## src/rtl/radix_4_ntt_ctrl.sv

```systemverilog
// Radix-4 NTT/INTT butterfly sequencer: issues one butterfly per cycle with operand and twiddle
// addresses, then delays the read addresses into matching write-back addresses.
//
// state    | meaning
// st_idle  | waiting for start
// st_issue | one butterfly read per cycle, b = 0..N/4-1
// st_drain | lat empty cycles so the stage's last write lands before the next stage reads
// st_done  | one-cycle done pulse
module radix_4_ntt_ctrl #(
   parameter int width  = 32,
   parameter int log4_n = 2,
   parameter int lat    = 3
) (
   input  logic                     clk,
   input  logic                     rst,
   input  logic                     start,
   input  logic                     select,
   output logic                     busy,
   output logic                     done,
   output logic                     bf_select,
   output logic [$clog2(log4_n):0]  stage,
   output logic                     rd_en,
   output logic [2*log4_n-1:0]      rd_addr_0,
   output logic [2*log4_n-1:0]      rd_addr_1,
   output logic [2*log4_n-1:0]      rd_addr_2,
   output logic [2*log4_n-1:0]      rd_addr_3,
   output logic [2*log4_n-1:0]      tw_addr_1,
   output logic [2*log4_n-1:0]      tw_addr_2,
   output logic [2*log4_n-1:0]      tw_addr_3,
   output logic                     wr_en,
   output logic [2*log4_n-1:0]      wr_addr_0,
   output logic [2*log4_n-1:0]      wr_addr_1,
   output logic [2*log4_n-1:0]      wr_addr_2,
   output logic [2*log4_n-1:0]      wr_addr_3
);

   localparam int aw    = 2 * log4_n;
   localparam int sw    = $clog2(log4_n) + 1;
   localparam int n_pts = 1 << aw;
   localparam int bw    = (aw > 2) ? aw - 2 : 1;
   localparam int dw    = (lat > 1) ? $clog2(lat) : 1;
   localparam logic [bw-1:0] b_last     = bw'(n_pts / 4 - 1);
   localparam logic [sw-1:0] stage_last = sw'(log4_n - 1);

   if (lat < 1 || width < 1) begin : g_param_check
      $error("radix_4_ntt_ctrl: lat and width must be at least 1");
   end

   typedef enum logic [1:0] {st_idle, st_issue, st_drain, st_done} state_t;

   state_t          state;
   logic [bw-1:0]   b_cnt;
   logic [dw-1:0]   drain_cnt;
   logic [aw-1:0]   rd_addr [4];
   logic [aw-1:0]   tw_addr [3];
   logic            pipe_en   [lat];
   logic [aw-1:0]   pipe_addr [lat][4];

   logic            issue_next;
   logic            gen_sel;
   logic [bw-1:0]   gen_b;
   logic [sw-1:0]   gen_stage;
   logic [sw-1:0]   gen_t;
   logic [sw:0]     span_sh;
   logic [sw:0]     tw_sh;
   logic [aw-1:0]   b_ext;
   logic [aw-1:0]   j_idx;
   logic [aw-1:0]   g_idx;
   logic [aw-1:0]   base;
   logic [aw-1:0]   gen_rd [4];
   logic [aw-1:0]   gen_tw [3];

   // Addresses are computed for the butterfly that will be issued next cycle.
   always_comb begin
      gen_sel   = bf_select;
      gen_b     = '0;
      gen_stage = stage;
      case (state)
         st_idle: begin
            gen_sel   = select;
            gen_stage = '0;
         end
         st_issue: gen_b     = b_cnt + bw'(1);
         st_drain: gen_stage = stage + sw'(1);
         default: ;
      endcase
      issue_next = ((state == st_idle) && start) ||
                   ((state == st_issue) && (b_cnt != b_last)) ||
                   ((state == st_drain) && (drain_cnt == '0) && (stage != stage_last));

      // t = log4(span): NTT spans shrink stage by stage, INTT spans grow.
      gen_t   = gen_sel ? gen_stage : stage_last - gen_stage;
      span_sh = {gen_t, 1'b0};
      tw_sh   = {stage_last - gen_t, 1'b0};
      b_ext   = aw'(gen_b);
      j_idx   = b_ext & ((aw'(1) << span_sh) - aw'(1));
      g_idx   = b_ext >> span_sh;
      base    = (g_idx << (span_sh + 2)) | j_idx;
      for (int m = 0; m < 4; m++) gen_rd[m] = base | (aw'(m) << span_sh);
      for (int m = 0; m < 3; m++) gen_tw[m] = (j_idx * aw'(m + 1)) << tw_sh;
   end

   always_ff @(posedge clk) begin
      if (rst) begin
         state     <= st_idle;
         busy      <= 1'b0;
         done      <= 1'b0;
         bf_select <= 1'b0;
         stage     <= '0;
         rd_en     <= 1'b0;
         b_cnt     <= '0;
         drain_cnt <= '0;
         for (int m = 0; m < 4; m++) rd_addr[m] <= '0;
         for (int m = 0; m < 3; m++) tw_addr[m] <= '0;
         for (int i = 0; i < lat; i++) begin
            pipe_en[i] <= 1'b0;
            for (int m = 0; m < 4; m++) pipe_addr[i][m] <= '0;
         end
      end else begin
         pipe_en[0] <= rd_en;
         for (int m = 0; m < 4; m++) pipe_addr[0][m] <= rd_addr[m];
         for (int i = 1; i < lat; i++) begin
            pipe_en[i] <= pipe_en[i-1];
            for (int m = 0; m < 4; m++) pipe_addr[i][m] <= pipe_addr[i-1][m];
         end

         rd_en <= issue_next;
         if (issue_next) begin
            for (int m = 0; m < 4; m++) rd_addr[m] <= gen_rd[m];
            for (int m = 0; m < 3; m++) tw_addr[m] <= gen_tw[m];
         end

         case (state)
            st_idle: begin
               done <= 1'b0;
               if (start) begin
                  bf_select <= select;
                  stage     <= '0;
                  b_cnt     <= '0;
                  busy      <= 1'b1;
                  state     <= st_issue;
               end
            end
            st_issue: begin
               if (b_cnt == b_last) begin
                  drain_cnt <= dw'(lat - 1);
                  state     <= st_drain;
               end else begin
                  b_cnt <= b_cnt + bw'(1);
               end
            end
            st_drain: begin
               if (drain_cnt == '0) begin
                  if (stage == stage_last) begin
                     busy  <= 1'b0;
                     done  <= 1'b1;
                     state <= st_done;
                  end else begin
                     stage <= stage + sw'(1);
                     b_cnt <= '0;
                     state <= st_issue;
                  end
               end else begin
                  drain_cnt <= drain_cnt - dw'(1);
               end
            end
            default: begin
               done  <= 1'b0;
               state <= st_idle;
            end
         endcase
      end
   end

   assign rd_addr_0 = rd_addr[0];
   assign rd_addr_1 = rd_addr[1];
   assign rd_addr_2 = rd_addr[2];
   assign rd_addr_3 = rd_addr[3];
   assign tw_addr_1 = tw_addr[0];
   assign tw_addr_2 = tw_addr[1];
   assign tw_addr_3 = tw_addr[2];
   assign wr_en     = pipe_en[lat-1];
   assign wr_addr_0 = pipe_addr[lat-1][0];
   assign wr_addr_1 = pipe_addr[lat-1][1];
   assign wr_addr_2 = pipe_addr[lat-1][2];
   assign wr_addr_3 = pipe_addr[lat-1][3];

endmodule
```

## config.mk

```make
export PLATFORM = sky130hd
export DESIGN_NAME = radix_4_ntt_ctrl
export DESIGN_NICKNAME = d
export VERILOG_FILES = /design/src/rtl/radix_4_ntt_ctrl.sv
export SDC_FILE = /design/constraint.sdc
export NUM_CORES = 1
export LEC_CHECK = 0
export ABC_AREA = 1
export CORE_MARGIN = 5
export CORE_UTILIZATION = 35
export CTS_CLUSTER_SIZE = 14
export DETAILED_ROUTE_END_ITERATION = 6
export PLACE_DENSITY = 0.68
export SYNTH_ARGS = -nofsm -noshare
export SYNTH_HDL_FRONTEND = slang
export SYNTH_SLANG_ARGS = --single-unit
```

## constraint.sdc

```tcl
create_clock -name clk -period 2.12 [get_ports clk]
set_input_delay 0.212 -clock clk [delete_from_list [all_inputs] [get_ports clk]]
set_output_delay 0.212 -clock clk [all_outputs]
set_load 0.01 [all_outputs]
```

# Word-level counts from Yosys, hierarchy flattened
# Memory sizes are Yosys's and may differ from the RTL's.
# Index checks and enable logic that the tools add are counted.
# totals
out_inout_bits	51
wordCells	143
romBits	0
reg_bits	12
latchBits	0
mem_bits_rw	79
n_memories	4
input_bits	4
# classes
n_lt_le_gt_ge	0
bitwise	29
n_eq_ne	13
reduce_logical	18
shift	9
multipliers	1
add_sub_neg	7
div_mod_pow	0
n_mux	54
# memory_table
name	words	word_bits	rd	rd_clocked_by_memory_dff	wr	line_no	rtl
pipe_addr	3	16	3	0	3	57	logic [aw-1:0] pipe_addr [lat][4];
rd_addr	4	4	4	0	4	54	logic [aw-1:0] rd_addr [4];
tw_addr	3	4	3	0	3	55	logic [aw-1:0] tw_addr [3];
pipe_en	3	1	3	0	3	56	logic pipe_en [lat];
# op_table
operator	n
4-bit two-way mux	19
2-bit two-way mux	13
1-bit OR	22
4-bit OR	5
1-bit two-way mux	15
2-bit case mux with 2 select lines	3
2-bit case mux with 3 select lines	2
4-bit by 3-bit << shifter with 4-bit output	3
2-bit inequality test, second input constant	5
3-bit AND reduction	3
2-bit by 1-bit inequality test with 1-bit output, second input constant	4
4-bit AND reduction	2
1-bit by 3-bit << shifter with 4-bit output, first input constant	2
2-bit by 3-bit << shifter with 4-bit output, first input constant	2
5-bit AND reduction	1
2-bit by 1-bit adder with 2-bit output, second input constant	2
3-bit by 2-bit adder with 4-bit output, second input constant	1
2-bit by 4-bit AND with 4-bit output	1
2-bit by 1-bit == test with 1-bit output, second input constant	2
2-bit == test, second input constant	2
1-bit logical AND	4
2-bit logical NOT	2
4-bit by 2-bit multiplier with 4-bit output, second input constant	1
1-bit case mux with 2 select lines	2
10 further kinds	13

# Longest topological paths before layout
# depth
word_depth	10
mapped_depth	15
mapped_depth_nobuf	14

# Least setup slack after synthesis
# OpenSTA, ideal clock, no wires.
# synth_path
path_kind	register to register
start	register state[0]
end	memory tw_addr[0][11] in the netlist's numbering, data pin
setup_ns	0.253
path_slack_ns	-0.141
required_time_ns	1.867
n_path_buf	1
path_stages_with_launch	15
period_less_slack_ns	2.261
arrival_time_ns	2.008
cell_sequence	dfxtp_1 -> inv_1 -> ha_1 -> buf_6 -> inv_2 -> nand2_2 -> o22ai_2 -> inv_1 -> ha_1 -> nor2_2 -> inv_1 -> ha_1 -> inv_1 -> nand3_1 -> nand2_1
# synth_rtl
item	line_no	rtl
from (decl)	51	state_t state;
from (signal assigned)	105	state <= st_idle;
from (signal assigned)	141	state <= st_issue;
from (signal assigned)	147	state <= st_drain;
to (decl)	55	

==> summary.md <==
| Metric | Value |
|---|---|
| Status | `finished clean` |
| Vert. Die Dim | `93.7 µm` |
| Max Cap Viol | `0` |
| Final period util | `95.1%` |
| Worst-path cell chain | `inv_1 -> ha_4 -> o22ai_4 -> inv_2 -> ha_2 -> nor2_4 -> inv_2 -> ha_1 -> inv_1 -> nand3_1 -> nand2_1` |
| Initial core utilization | `36.1%` |
| Synth Area in Compound Gates | `5.35%` |
| Endpoint class of the critical path | `flop` |
| Share of layout cells above drive strength 1 | `14.1%` |
| Core ar. | `6790 µm²` |
| Clock-pin slew on the worst setup and hold paths | `100 ps` |
| Post-Layout Cell Count | `416` |
| Synth Cell Area | `2450 µm²` |
| H-tree lvl count | `2` |
| Clock Skew | `6.23 ps` |
| Vias in the first global route | `1581` |
| Grt ovf | `0` |
| Area growth, synth to finish | `25.9%` |
| Crit path largest cell delay | `340 ps` |
| Critical path type | `reg2reg` |
| Post-CTS setup repair buffer count | `0` |
| Max clock buf depth | `2` |
| Required time worst endpoint | `2190 ps` |
| Placed cell count | `408` |
| PwrDens | `1310 nW/µm²` |
| Routability congestion estimate | `0.770` |
| WL/cell | `10.7 µm` |
| Pin count of the biggest net entering global routing | `35` |
| Via density | `4.14` |
| Clk Latency, worst-skew pair | `300 ps` |
| DR pass1 iterations | `4` |
| Cells after Synth | `281` |
| Buf/Inv on CP | `4` |
| Post-synthesis sequential area ratio | `50.2%` |
| Crit start category | `flop` |
| Fillers | `642` |
| Synth warn | `0` |
| Initial DRC Count | `47` |
| Ant diodes | `0` |
| Commonest non-fill, non-tap cell in the layout | `clkdlybuf4s50_1` |
| Worst vdd ir | `0.876 mV` |
| Crit-path max FO | `3` |
| Post-Synth XOR/XNOR Area | `0%` |
| Hold_ws | `404 ps` |
| Place WS | `-53.4 ps` |
| Simple-gate share of the synthesized area | `18.8%` |
| Crit-path slowest cell | `dfxtp_1` |
| All-layer global routing usage | `10.2%` |
| Largest family of logic cells by synthesized area | `buffers and inverters` |
| Commonest non-fill, non-tap cells in the layout | `53 x clkdlybuf4s50_1, 49 x inv_1, 39 x nor2_1` |
| CTS Hold Bufs | `0` |
| Die area | `8780 µm²` |
| I/O pins | `55` |
| Global-route wire length before repair | `7190 µm` |
| Via count | `1724` |
| FF+latch count, synth | `54` |
| Post-route antenna net violation count | `0` |
| Setup TNS | `0 ps` |
| CTS tree | `done` |
| Hold Path Class | `reg2reg` |
| Leak Pwr | `1.31 nW` |
| Top delay family on crit path | `adder cells` |
| CTS Buf Count | `5` |
| Nets | `336` |
| Root Buffer | `clkbuf_8` |
| Clock sink count | `54` |
| Slew Viols, Final | `0` |
| Row count | `30` |
| Critical Path AT | `2090 ps` |
| Antenna violations before repair | `0` |
| Mapped Avg Cell Area | `8.73 µm²` |
| Distinct cell type count after synthesis | `27` |
| Min cycle time layout | `2020 ps` |
| Port Buf Inserts | `53` |
| DPL Wire Length | `3460 µm` |
| Drt total wl | `4450 µm` |
| F_max | `496 MHz` |
| DRC errors left | `0` |
| Synthesized-area fraction occupied by adder cells | `6.63%` |
| Hold Vio Cnt, Final | `0` |
| Mux cell area share after synthesis | `0%` |
| Final setup margin | `103 ps` |
| Final setup violation count | `0` |
| Chip width | `93.7 µm` |
-- per-stage QoR --
step	util (%)	total power, mW	instance area (µm²)
detailed placement	43.5	3.43	2960
global placement	43.5	3.37	2960
finish	45.5	4.06	3090
CTS	45.0	4.02	3060
floorplan	-	2.75	2470
global route	45.5	4.37	3090
-- cell usage after synthesis --
master	count	area share [%]
edfxtp_1	15	18
nand2_2	6	1.5
nand2_1	32	4.9
inv_2	1	0.15
clkbuf_1	3	0.46
o22ai_2	1	0.51
nand4_1	1	0.26
a211oi_1	1	0.31
o21ai_0	9	1.8
buf_2	1	0.20
nand3_1	11	2.2
buf_4	29	8.9
nand3_2	1	0.41
nor2_2	1	0.26
a21oi_1	12	2.4
nor2_1	39	6.0
buf_6	2	0.92
conb_1	1	0.15
dfxtp_1	39	32
nand2_4	1	0.46
ha_1	13	6.6
nor3_1	2	0.41
inv_1	54	8.3
a31oi_1	1	0.26
nand3_4	1	0.71
nand3b_1	1	0.31
nor2_4	3	1.4
-- worst register-to-register path: stages (launching register included) --
cell and delay, ps:
dfxtp_1 340, inv_1 150, ha_4 240, o22ai_4 180, inv_2 60, ha_2 200
nor2_4 110, inv_2 50, ha_1 300, inv_1 50, nand3_1 70, nand2_1 50
-- final cells by class --
cell class	count	area [µm²]	share of cell area (%)
clock inverter	3	18.8	0.608
clock buffer	5	68.8	2.23
sequential	54	1240	40.0
multi-input combinational	138	816	26.4
tap	96	120	3.89
inverter	55	209	6.76
timing repair buffer	65	621	20.1
-- registers in the layout, summed over array words and instances (netlist names) --
signal,flops
pipe_en,3
done,1
rd_en,1
busy,1
rd_addr,8
drain_cnt,2
tw_addr,7
pipe_addr,24
state,2
stage,2
b_cnt,2
bf_select,1
-- per-layer routing --
layer / part of all wire (%) / GRT usage [%] / vias up
met5: 0 / 0 / -
met4: 0.65 / 2.53 / 0
met3: 6.5 / 2.96 / 4
met2: 51 / 17.9 / 48
met1: 42 / 12.2 / 772
li1: - / - / 900
-- final timing paths --
| path | start | end | slack [ps] | depth (start not counted) |
|---|---|---|---|---|
| worst min register to register | pipe_addr[0][5] | pipe_addr[0][21] | 400 | 2 |
| worst max register to register | stage[1] | tw_addr[0][11] | 100 | 11 |
| worst max-delay path | stage[1] | tw_addr[0][11] | 100 | 11 |
| worst min-delay path | pipe_addr[0][5] | pipe_addr[0][21] | 400 | 2 |
-- logic make-up after synthesis --
logic type / after synthesis
simple gates: 99
buf+inv: 90
flops: 54
compound gates: 24
fa+ha+maj: 13
other cells: 1
-- what timing repair did --
item,4_1_cts,5_1_grt
setup endpoints to repair,1,1
cloned,0,0
pin swaps,0,1
resized for setup,3,6
-- where the power goes --
part / total (mW) / internal (mW) / switching [mW]
sequential: 1.50 / 1.36 / 0.142
clock: 0.566 / 0.234 / 0.332
combinational: 1.99 / 0.929 / 1.06
Note: power is estimated with default switching activity, not from simulation.
